<file path="config.mk">
export PLATFORM = sky130hd
export DESIGN_NAME = snn_image_loader
export DESIGN_NICKNAME = d
export VERILOG_FILES = /design/src/rtl/snn_image_loader.sv
export SDC_FILE = /design/constraint.sdc
export NUM_CORES = 1
export LEC_CHECK = 0
export ABC_AREA = 0
export CAP_MARGIN = 0
export CORE_MARGIN = 10
export CORE_UTILIZATION = 54
export DETAILED_ROUTE_END_ITERATION = 12
export DONT_BUFFER_PORTS = 1
export PLACE_DENSITY_LB_ADDON = 0.12
export SLEW_MARGIN = 40
export SYNTH_ARGS = -nofsm -noshare
export SYNTH_HDL_FRONTEND = slang
export SYNTH_SLANG_ARGS = --single-unit
</file>
<file path="constraint.sdc">
create_clock -name clk -period 2.9 [get_ports clk]
set_input_delay 0.29 -clock clk [delete_from_list [all_inputs] [get_ports clk]]
set_output_delay 0.29 -clock clk [all_outputs]
set_load 0.05 [all_outputs]
</file>
<file path="src/rtl/snn_image_loader.sv">
// snn_image_loader: front-end writer for the SNN inference path.
// Receives an image over a byte ready/valid stream, writes it bit by bit into
// the input-unit RAM, starts the core, waits for its result and returns the
// classified digit as an ASCII character on a ready/valid TX stream.
// Build option: SNN_LOADER_THRESH_EN selects grayscale mode (one byte per
// pixel, thresholded against THRESH). Default is packed mode (8 pixels per
// byte, LSB first).
module snn_image_loader #(
  parameter int         NUM_PIXELS = 784,
  parameter int         ADDR_W     = 10,
  parameter logic [7:0] THRESH     = 8'h80
) (
  input  logic              clk,
  input  logic              rst_n,
  input  logic [7:0]        rx_data,
  input  logic              rx_valid,
  output logic              rx_ready,
  output logic [ADDR_W-1:0] ram_wr_addr,
  output logic              ram_wr_data,
  output logic              ram_we,
  output logic              core_start,
  input  logic              core_done,
  input  logic [3:0]        core_digit,
  output logic [7:0]        tx_data,
  output logic              tx_valid,
  input  logic              tx_ready,
  output logic              busy
);

  typedef enum logic [2:0] {
    S_IDLE,
    S_LOAD,
    S_UNPACK,
    S_START,
    S_WAIT_DONE,
    S_TX
  } state_t;

  state_t              state_q, state_d;
  logic [7:0]          shreg_q;
  logic [ADDR_W-1:0]   addr_q;
  logic [7:0]          tx_data_q;
  logic                rx_fire;
  logic                last_pixel;
  logic                unpack_done;
  logic                pixel_bit;

  assign rx_fire    = rx_valid && rx_ready;
  assign last_pixel = (addr_q == ADDR_W'(NUM_PIXELS - 1));

`ifdef SNN_LOADER_THRESH_EN
  // Grayscale mode: each byte is one pixel, written in a single cycle.
  assign unpack_done = 1'b1;
  assign pixel_bit   = (shreg_q >= THRESH);
`else
  // Packed mode: eight pixels per byte, lowest address taken from the LSB.
  logic [2:0] bitcnt_q;
  assign unpack_done = (bitcnt_q == 3'd7);
  assign pixel_bit   = shreg_q[0];

  // Bit counter for the eight writes of one packed byte.
  always_ff @(posedge clk or negedge rst_n) begin
    if (!rst_n) begin
      bitcnt_q <= 3'd0;
    end else if (state_q == S_LOAD && rx_fire) begin
      bitcnt_q <= 3'd0;
    end else if (state_q == S_UNPACK) begin
      bitcnt_q <= bitcnt_q + 3'd1;
    end
  end
`endif

  // State register plus the datapath registers owned by each state.
  // NOTE: clocked state uses non-blocking assignments so every register
  // samples the pre-edge values, independent of statement order.
  always_ff @(posedge clk or negedge rst_n) begin
    if (!rst_n) begin
      state_q   <= S_IDLE;
      shreg_q   <= 8'h00;
      addr_q    <= '0;
      tx_data_q <= 8'h00;
    end else begin
      state_q <= state_d;
      case (state_q)
        S_LOAD: begin
          if (rx_fire) shreg_q <= rx_data;
        end
        S_UNPACK: begin
          shreg_q <= shreg_q >> 1;
          // Hold on the final pixel; the wrap to 0 happens in START.
          if (!last_pixel) addr_q <= addr_q + 1'b1;
        end
        S_START: begin
          addr_q <= '0;
        end
        S_WAIT_DONE: begin
          if (core_done) begin
            tx_data_q <= (core_digit <= 4'd9) ? (8'h30 + {4'h0, core_digit}) : 8'h3F;
          end
        end
        default: ;
      endcase
    end
  end

  // Next-state logic and state-decoded outputs.
  // NOTE: every output and state_d gets a default first so no path through
  // the case statement can leave a value unassigned and infer a latch.
  always_comb begin
    state_d    = state_q;
    rx_ready   = 1'b0;
    ram_we     = 1'b0;
    core_start = 1'b0;
    tx_valid   = 1'b0;
    busy       = 1'b1;
    case (state_q)
      S_IDLE: begin
        state_d = S_LOAD;
      end
      S_LOAD: begin
        rx_ready = 1'b1;
        busy     = 1'b0;
        if (rx_fire) state_d = S_UNPACK;
      end
      S_UNPACK: begin
        ram_we = 1'b1;
        if (unpack_done) state_d = last_pixel ? S_START : S_LOAD;
      end
      S_START: begin
        core_start = 1'b1;
        state_d    = S_WAIT_DONE;
      end
      S_WAIT_DONE: begin
        if (core_done) state_d = S_TX;
      end
      S_TX: begin
        tx_valid = 1'b1;
        if (tx_ready) state_d = S_LOAD;
      end
      default: begin
        state_d = S_IDLE;
      end
    endcase
  end

  assign ram_wr_addr = addr_q;
  assign ram_wr_data = (state_q == S_UNPACK) ? pixel_bit : 1'b0;
  assign tx_data     = tx_data_q;

endmodule

</file>
==> results.md, run 1 <==
* Max_cap viols at 0
* Initial Util at 56.3%
* Yosys cell types at 47
* Period utilization at 87.5%
* RSZ-0062 raised after global routing: false
* Worst-Skew Late Latency at 320 ps
* HP Class: input port to flop
* Core ar. at 2730 sq um
* DR iter-0 viols at 69
* Largest net degree at the start of global routing at 30
* Clk slew on worst S/H paths at 80 ps
* Status: finished, final reports clean
* Critical Path Max Stage Delay at 600 ps
* Dpl cell area at 1530 sq um
* ANT cells at 0
* CP Capture Type: output pin
* Fill cells at 229
* Row cnt at 19
* IO Port Bufs at 0
* Count of cells resized by post-cts repair at 0
* GPL Wtd Cong at 0.796
* Multi-input logic area at 709 sq um
* Register area share after synthesis at 47.1%
* Global route overflow at 0
* PD cells at 1040 nW/um^2
* Layout area overhead at 4.87%
* Crit Path Max Fanout at 13
* Vias per Instance at 5.84
* Final ANT Viol Nets at 0
* Die area at 5390 sq um
* Endpoints failing setup at 0
* Worst slew pin tran at 674 ps
* Worst EP arrival at 2250 ps
* Vias in the first global route at 1064
* Critical Path RT at 2610 ps
* Avg Inst Size Synth at 10.4 sq um
* Height of the chip at 73.4 um
* Synth top cells by count: 29 x dfrtp_1, 17 x nand2_1, 10 x a21oi_1
* CTS max path bufs at 2
* Crit Path Class: flop to output pin
* Synth area leaders: dfrtp_1 47%, mux2i_1 4.5%, nand2_1 4.1%
* Yosys reg bits at 29
* Peak Freq at 0.394 GHz
* Share of async-settable or async-resettable flops after synthesis at 100%
* Total CTS buffers at 5
* EDFF count, synth at 0
* Most frequent cell after synthesis: dfrtp_1
* Leak Pwr at 0.669 nW
* Max_slew headroom at 55.1%
* Clk_skew at 14.3 ps
* Synthesized cell area at 1540 sq um
* Chip width at 73.4 um
* Drt total wl at 3070 um
* Root buffer cell: clkbuf_4
* Post-DP HPWL at 2260 um
* Setup_tns at 0 ps
* Layout cells sized above 1 at 18.5%
* CTS tree: done
* Hold path startpoint: core_digit[0]
* Clock Sinks at 29
* All-Layer GR Usage at 11.9%
* Synth Instances at 148
* Leading area contributor after synthesis: dfrtp_1
* Yosys top cell area share at 47.1%
* Number of remaining DRC errors at 0
* Final nets at 171
* Final Cell Area at 1620 sq um
* Worst Setup SP: state_q[1]
* Yosys Warn Count at 0
* Global-route wire length before repair at 5090 um
* Worst r2r src: state_q[1]
* Antenna violations before repair at 0
* Startpoint types: flop
* Hold Fails Final Rpt at 0
* CP max-delay cell: or3b_1
* Drt pass-1 iters at 4
* Crit path cell chain: or3b_1 > inv_4 > and2_1
* Wire per inst at 16.8 um
* Via count at 1063
* H-tree depth at 2
* Fin util at 59.1%
* I/O pins at 41
* Post-layout min period at 2540 ps
* Slew Viols, Final at 0
* Main synth FF type: dfrtp_1
* Register area at 727 sq um
* Max VDD drop at 0.00111 V
## per-stage QoR
| step | total power (W) | instances | hold WS [ps] | worst slack (ps) |
|---|---|---|---|---|
| global placement | 0.00141 | 173 | -4.61 | 775 |
| finish | 0.00167 | 182 | 104 | 362 |
| global route | 0.00180 | 182 | 86.2 | 244 |
| floorplan | 0.00136 | 149 | -5.59 | 275 |
| CTS | 0.00170 | 182 | 87.7 | 346 |
| detailed placement | 0.00144 | 173 | -4.58 | 707 |
## registers in the layout, summed over array words and instances (netlist names)
register and count:
shreg_q 8, tx_data 5, state_q 3, bitcnt_q 3, ram_wr_addr 10
## logic make-up (layout without fill, tap and decap cells)
family                   Yosys count  in the layout  synth area share [%]
multiplexers                       8              8                  5.28
other                              1              2                 0.243
XOR/XNOR                           1              1                 0.569
adder cells (fa/ha/maj)            3              3                  2.44
buffers and inverters             16             18                  7.39
flip-flops                        29             29                  47.1
AO/OA/AOI/OAI                     33             33                  15.2
AND/OR/NAND/NOR                   57             57                  21.8
## final timing paths
check                                  to  slack (ps)  cells past startpoint
hold reg to reg                shreg_q[6]         500                      2
setup reg to reg               shreg_q[3]         920                      4
min in group asynchronous  ram_wr_addr[7]         390                      2
setup / recovery              ram_wr_data         360                      3
hold / removal                 tx_data[0]         100                      1
max in group asynchronous      tx_data[4]        2320                      2
## worst max-delay path: cells and delay by family (launching register included)
family                 cells  cell delay (ps)
buffers and inverters      1              280
flip-flops                 1              560
AND/OR/NAND/NOR            2             1090
## area by class of cell
type / instances / area share, %
clock buffer: 7 / 3.41
inverter: 4 / 1.08
multi-input combinational: 104 / 43.9
sequential: 29 / 45.0
tap: 31 / 2.40
timing repair buffer: 7 / 4.18
## layer usage
metal | GRT usage, % | wire length, um | up-vias
li1 | - | - | 530
met1 | 13.3 | 1270 | 504
met2 | 18.8 | 1470 | 24
met3 | 7.00 | 286 | 5
met4 | 3.73 | 44 | 0
met5 | 0 | 0 | -
## layout by cell type, fill, tap and decap left out, types with 3 or more instances in the layout
cell / synthesis / routed
nand2b_1: 7 / 7
dfrtp_1: 29 / 28
nand4_1: 3 / 3
nor2_1: 3 / 3
a21oi_1: 10 / 10
o21ai_0: 9 / 9
clkbuf_4: 0 / 5
o221a_2: 5 / 5
nand2_1: 17 / 17
mux2i_1: 7 / 7
ha_1: 3 / 3
inv_1: 3 / 3
nand3_1: 3 / 3
buf_4: 4 / 5
## what timing repair did
action,in CTS,in global routing
setup buffers,0,0
hold endpoints to repair,29,0
setup endpoints to repair,0,0
hold buffers,2,0
## power breakdown
group,switching [W],internal [W],leakage [nW],total (W)
sequential,0.000298,0.000538,0.361,0.000836
clock,0.000129,0.000114,0.0314,0.000243
combinational,0.000369,0.000227,0.277,0.000596
total,0.000796,0.000879,0.669,0.00167
(Power assumes the default switching activity.)
==> run 2, diff against run 1 <==
ABC_CLOCK_PERIOD_IN_PS = 2900   (was unset)
CAP_MARGIN = 40   (was 0)
SKIP_CTS_REPAIR_TIMING = 1   (was unset)
==> run 2 against run 1 <==
Final cell count is 1.6% higher. Non-clock buffer count increased by 2. First-iteration DRC count increased by 19%. Register-to-register slack barely moved. Setup slack improved by 10 ps. Critical endpoint unchanged. Fmax up 0.39%. Final area rose by 1.5%. Flip-flop and latch count unchanged. Largest cell class unchanged. Power is 1.8% higher. Highest routed layer unchanged.
==> results.md, run 2 (synthesis gave the netlist of run 1 again) <==
* Chip width at 73.4 um
* Antenna violations before repair at 0
* GPL Wtd Cong at 0.796
* Setup ws final at 372 ps
* Layout area overhead at 6.42%
* Final Cell Area at 1640 sq um
* Endpoints failing setup at 0
* Worst EP arrival at 2240 ps
* Commonest non-fill, non-tap cells in the layout: 29 x dfrtp_1, 17 x nand2_1, 10 x a21oi_1, 9 x o21ai_0
* Post-DP HPWL at 2240 um
* Post-layout min period at 2530 ps
* IO Port Bufs at 0
* I/O pins at 41
* All-Layer GR Usage at 12.0%
* PD cells at 1040 nW/um^2
* Setup_tns at 0 ps
* Status: finished, final reports clean
* Height of the chip at 73.4 um
* Fill cells at 240
* Crit Path Max Fanout at 13
* Clk slew on worst S/H paths at 80 ps
* CTS max path bufs at 2
* Global route overflow at 0
* Worst slew pin tran at 663 ps
* Die area at 5390 sq um
* Clock Sinks at 29
* Root buffer cell: clkbuf_4
* CP Capture Type: output pin
* Row cnt at 19
* Startpoint types: flop
* DR iter-0 viols at 82
* Clk_skew at 7.87 ps
* Most common cell after layout, fill and taps aside: dfrtp_1
* Final nets at 173
* Drt total wl at 3090 um
* Vias per Instance at 5.84
* Leak Pwr at 0.680 nW
* Place WS at 717 ps
* Wire per inst at 16.7 um
* HP Class: input port to flop
* Max reg flops at 10
* Number of remaining DRC errors at 0
* Period utilization at 87.2%
* Final ANT Viol Nets at 0
* Hold Fails Final Rpt at 0
* Worst-Skew Late Latency at 320 ps
* Largest net degree at the start of global routing at 30
* Total CTS buffers at 5
* Via count at 1081
* RSZ-0062 raised after global routing: false
* Peak Freq at 0.396 GHz
* Initial Util at 56.3%
* Vias in the first global route at 1003
* Layout cells sized above 1 at 17.5%
* ANT cells at 0
* Critical Path RT at 2610 ps
* Global-route wire length before repair at 5060 um
* Drt pass-1 iters at 4
* Dpl cell area at 1560 sq um
* Slew Viols, Final at 0
* Max_slew headroom at 55.8%
* Max VDD drop at 0.000724 V
* Power, Total at 0.00170 W
* Crit Path Class: flop to output pin
* Max_cap viols at 0
* Core ar. at 2730 sq um
* CTS tree: done
* H-tree depth at 2
## run 2: cell types whose count changed in the layout (fill, tap and decap cells not counted), sizes merged
cell / before / now
clkbuf: 7 / 8
buf: 6 / 8
## run 2: critical path, cell delays in order, from the launching register on
cell     delay [ps]
dfrtp_1         550
or3b_1          600
inv_4           280
and2_1          480
## run 2: through the flow
step / utilization (%) / hold slack, ps / cells
after floorplan: - / -5.59 / 149
final: 60.0 / 98.9 / 185
after global routing: 60.0 / 94.9 / 185
after global placement: 55.9 / -4.61 / 173
after CTS: 58.9 / -364 / 183
after detailed placement: 57.1 / -4.58 / 175
## run 2: worst paths after layout
check                               from              to  slack, ps  depth (start not counted)
setup / recovery              state_q[1]     ram_wr_data        370                          3
hold / removal             core_digit[0]      tx_data[0]        100                          1
setup reg to reg              state_q[1]      shreg_q[3]        930                          4
hold reg to reg               shreg_q[6]      shreg_q[5]        500                          2
max in group asynchronous          rst_n      shreg_q[7]       2340                          2
min in group asynchronous          rst_n  ram_wr_addr[9]        390                          2
## run 2: area by class of cell
class / instances / area [sq um] / area share, %
tap: 31 / 38.8 / 2.37
multi-input combinational: 104 / 709 / 43.3
sequential: 29 / 726 / 44.3
clock buffer: 8 / 48.8 / 2.98
inverter: 4 / 17.5 / 1.07
timing repair buffer: 9 / 98.8 / 6.03
## run 2: report_power, final
| group | leakage [nW] | switching (W) | total, W | internal [W] |
|---|---|---|---|---|
| clock | 0.0265 | 0.000132 | 0.000228 | 0.0000965 |
| sequential | 0.362 | 0.000252 | 0.000790 | 0.000537 |
| combinational | 0.291 | 0.000424 | 0.000686 | 0.000263 |
## run 2: routing by layer
metal / vias to the layer above / part of all wire (%) / track usage, %
met5: - / 0 / 0
met4: 0 / 1.3 / 4.55
met3: 5 / 11 / 7.54
met2: 29 / 47 / 17.7
met1: 508 / 41 / 13.8
li1: 539 / - / -
==> run 3, diff against run 2 <==
ABC_CLOCK_PERIOD_IN_PS = 3210   (was 2900)
clock period = 3.21 ns   (was 2.9 ns; I/O delays follow)
==> run 3 against run 2 <==
Register-to-register slack gained 290 ps. Routed wire length grew 2.6%. Highest routed layer unchanged. Critical path type unchanged. Clock skew grew 1.7 ps. Flip-flop and latch count is the same.
==> results.md, run 3 (synthesis gave the netlist of run 1 again) <==
* Crit Path Max Fanout at 13
* Max reg flops at 10
* Worst-Skew Late Latency at 320 ps
* Number of remaining DRC errors at 0
* GPL Wtd Cong at 0.779
* Final nets at 169
* Leak Pwr at 0.664 nW
* Core ar. at 2730 sq um
* Layout area overhead at 5.28%
* Post-layout min period at 2600 ps
* Worst Setup SP: state_q[1]
* Largest net degree at the start of global routing at 30
* Max VDD drop at 0.000727 V
* Slew Viols, Final at 0
* I/O pins at 41
* RR Endpoint: shreg_q[1]
* Vias in the first global route at 1083
* Top sig layer: met4
* Row cnt at 19
* Period utilization at 80.9%
* Most common cell after layout, fill and taps aside: dfrtp_1
* Routed met1 length at 1240 um
* CTS max path bufs at 2
* Global route overflow at 0
* RSZ-0062 raised after global routing: false
* R2R setup slack at 1220 ps
* Setup_tns at 0 ps
* Height of the chip at 73.4 um
* Startpoint types: flop
* Clk slew on worst S/H paths at 90 ps
* Crit Path Class: flop to output pin
* Worst slew pin tran at 738 ps
* Global-route wire length before repair at 5220 um
* Clk_skew at 9.57 ps
* PD cells at 954 nW/um^2
* Via count at 1081
* CP max-delay cell: or3b_1
* Cell depth of the worst hold path at 1
* Chip width at 73.4 um
* Worst EP arrival at 2270 ps
* CP Capture Type: output pin
* DR iter-0 viols at 80
* Antenna violations before repair at 0
* Met2 WL at 1550 um
* Worst r2r src: state_q[1]
* Hold Fails Final Rpt at 0
* End of the critical path: ram_wr_data
* IO Port Bufs at 0
* Drt total wl at 3170 um
* Post-DP HPWL at 2340 um
* Power, Total at 0.00155 W
* Vias per Instance at 6.01
* HP Class: input port to flop
* Clock Sinks at 29
* Commonest non-fill, non-tap cells in the layout: 29 x dfrtp_1, 17 x nand2_1, 10 x a21oi_1, 9 x o21ai_0
* Critical Path Max Stage Delay at 590 ps
* Endpoints failing setup at 0
* Critical Path RT at 2890 ps
* Fill cells at 240
* Final ANT Viol Nets at 0
* Wire per inst at 17.6 um
* Worst reg2reg path depth at 4
* CTS tree: done
* Layout cells sized above 1 at 16.8%
* Root buffer cell: clkbuf_4
* Drt pass-1 iters at 4
* Peak Freq at 0.385 GHz
* Total CTS buffers at 5
* Status: finished, final reports clean
* Max_cap viols at 0
* ANT cells at 0
* Max_slew headroom at 50.8%
* Initial Util at 56.3%
* All-Layer GR Usage at 12.5%
* Crit path cell chain: or3b_1 > inv_4 > and2_1
* WL met3 at 308 um
* H-tree depth at 2
* Die area at 5390 sq um
## run 3: layout make-up
cell class / instances / area, sq um / share of cell area [%]
Inverter: 4 / 17.5 / 1.08
Timing Repair Buffer: 5 / 68.8 / 4.24
Multi-Input combinational cell: 104 / 716 / 44.1
Tap cell: 31 / 38.8 / 2.39
Sequential cell: 29 / 726 / 44.8
Clock buffer: 7 / 55.1 / 3.40
## run 3: worst min path at each step
stage / slack, ps / end / startpoint
final: 130 / shreg_q[7] / rx_data[7]
after global placement: 30 / ram_wr_addr[7] / rst_n
after CTS: -330 / ram_wr_addr[8] / rst_n
after floorplan: 30 / bitcnt_q[0] / rst_n
after global routing: 110 / tx_data[0] / core_digit[0]
after detailed placement: 30 / ram_wr_addr[7] / rst_n
## run 3: where the power goes
part	switching, W	internal (W)	leakage (nW)
Sequential	0.000287	0.000484	0.362
Clock	0.000120	0.000103	0.0314
Combinational	0.000330	0.000223	0.271
Total	0.000738	0.000810	0.664
## run 3: worst max-delay path: cells and delay by family (launching register included)
| kind | cells | cell delay, ps |
|---|---|---|
| simple gates | 2 | 1080 |
| flops | 1 | 580 |
| buf+inv | 1 | 290 |
## run 3: stage by stage
step	std cells	instance area, sq um	setup WS (ps)	util [%]	hold WS (ps)
3_3_place_gp	169	1500	1050	54.8	26.4
4_1_cts	178	1590	604	58.2	-332
5_1_grt	180	1620	452	59.3	112
6_report	180	1620	615	59.3	135
3_5_place_dp	171	1540	978	56.2	26.5
2_1_floorplan	149	1540	554	-	25.4
## run 3: metal layers
layer | global-route usage (%) | up-vias
met3 | 8.08 | 8
met2 | 19.4 | 32
met5 | 0 | -
met4 | 5.38 | 0
li1 | - | 528
met1 | 13.2 | 513
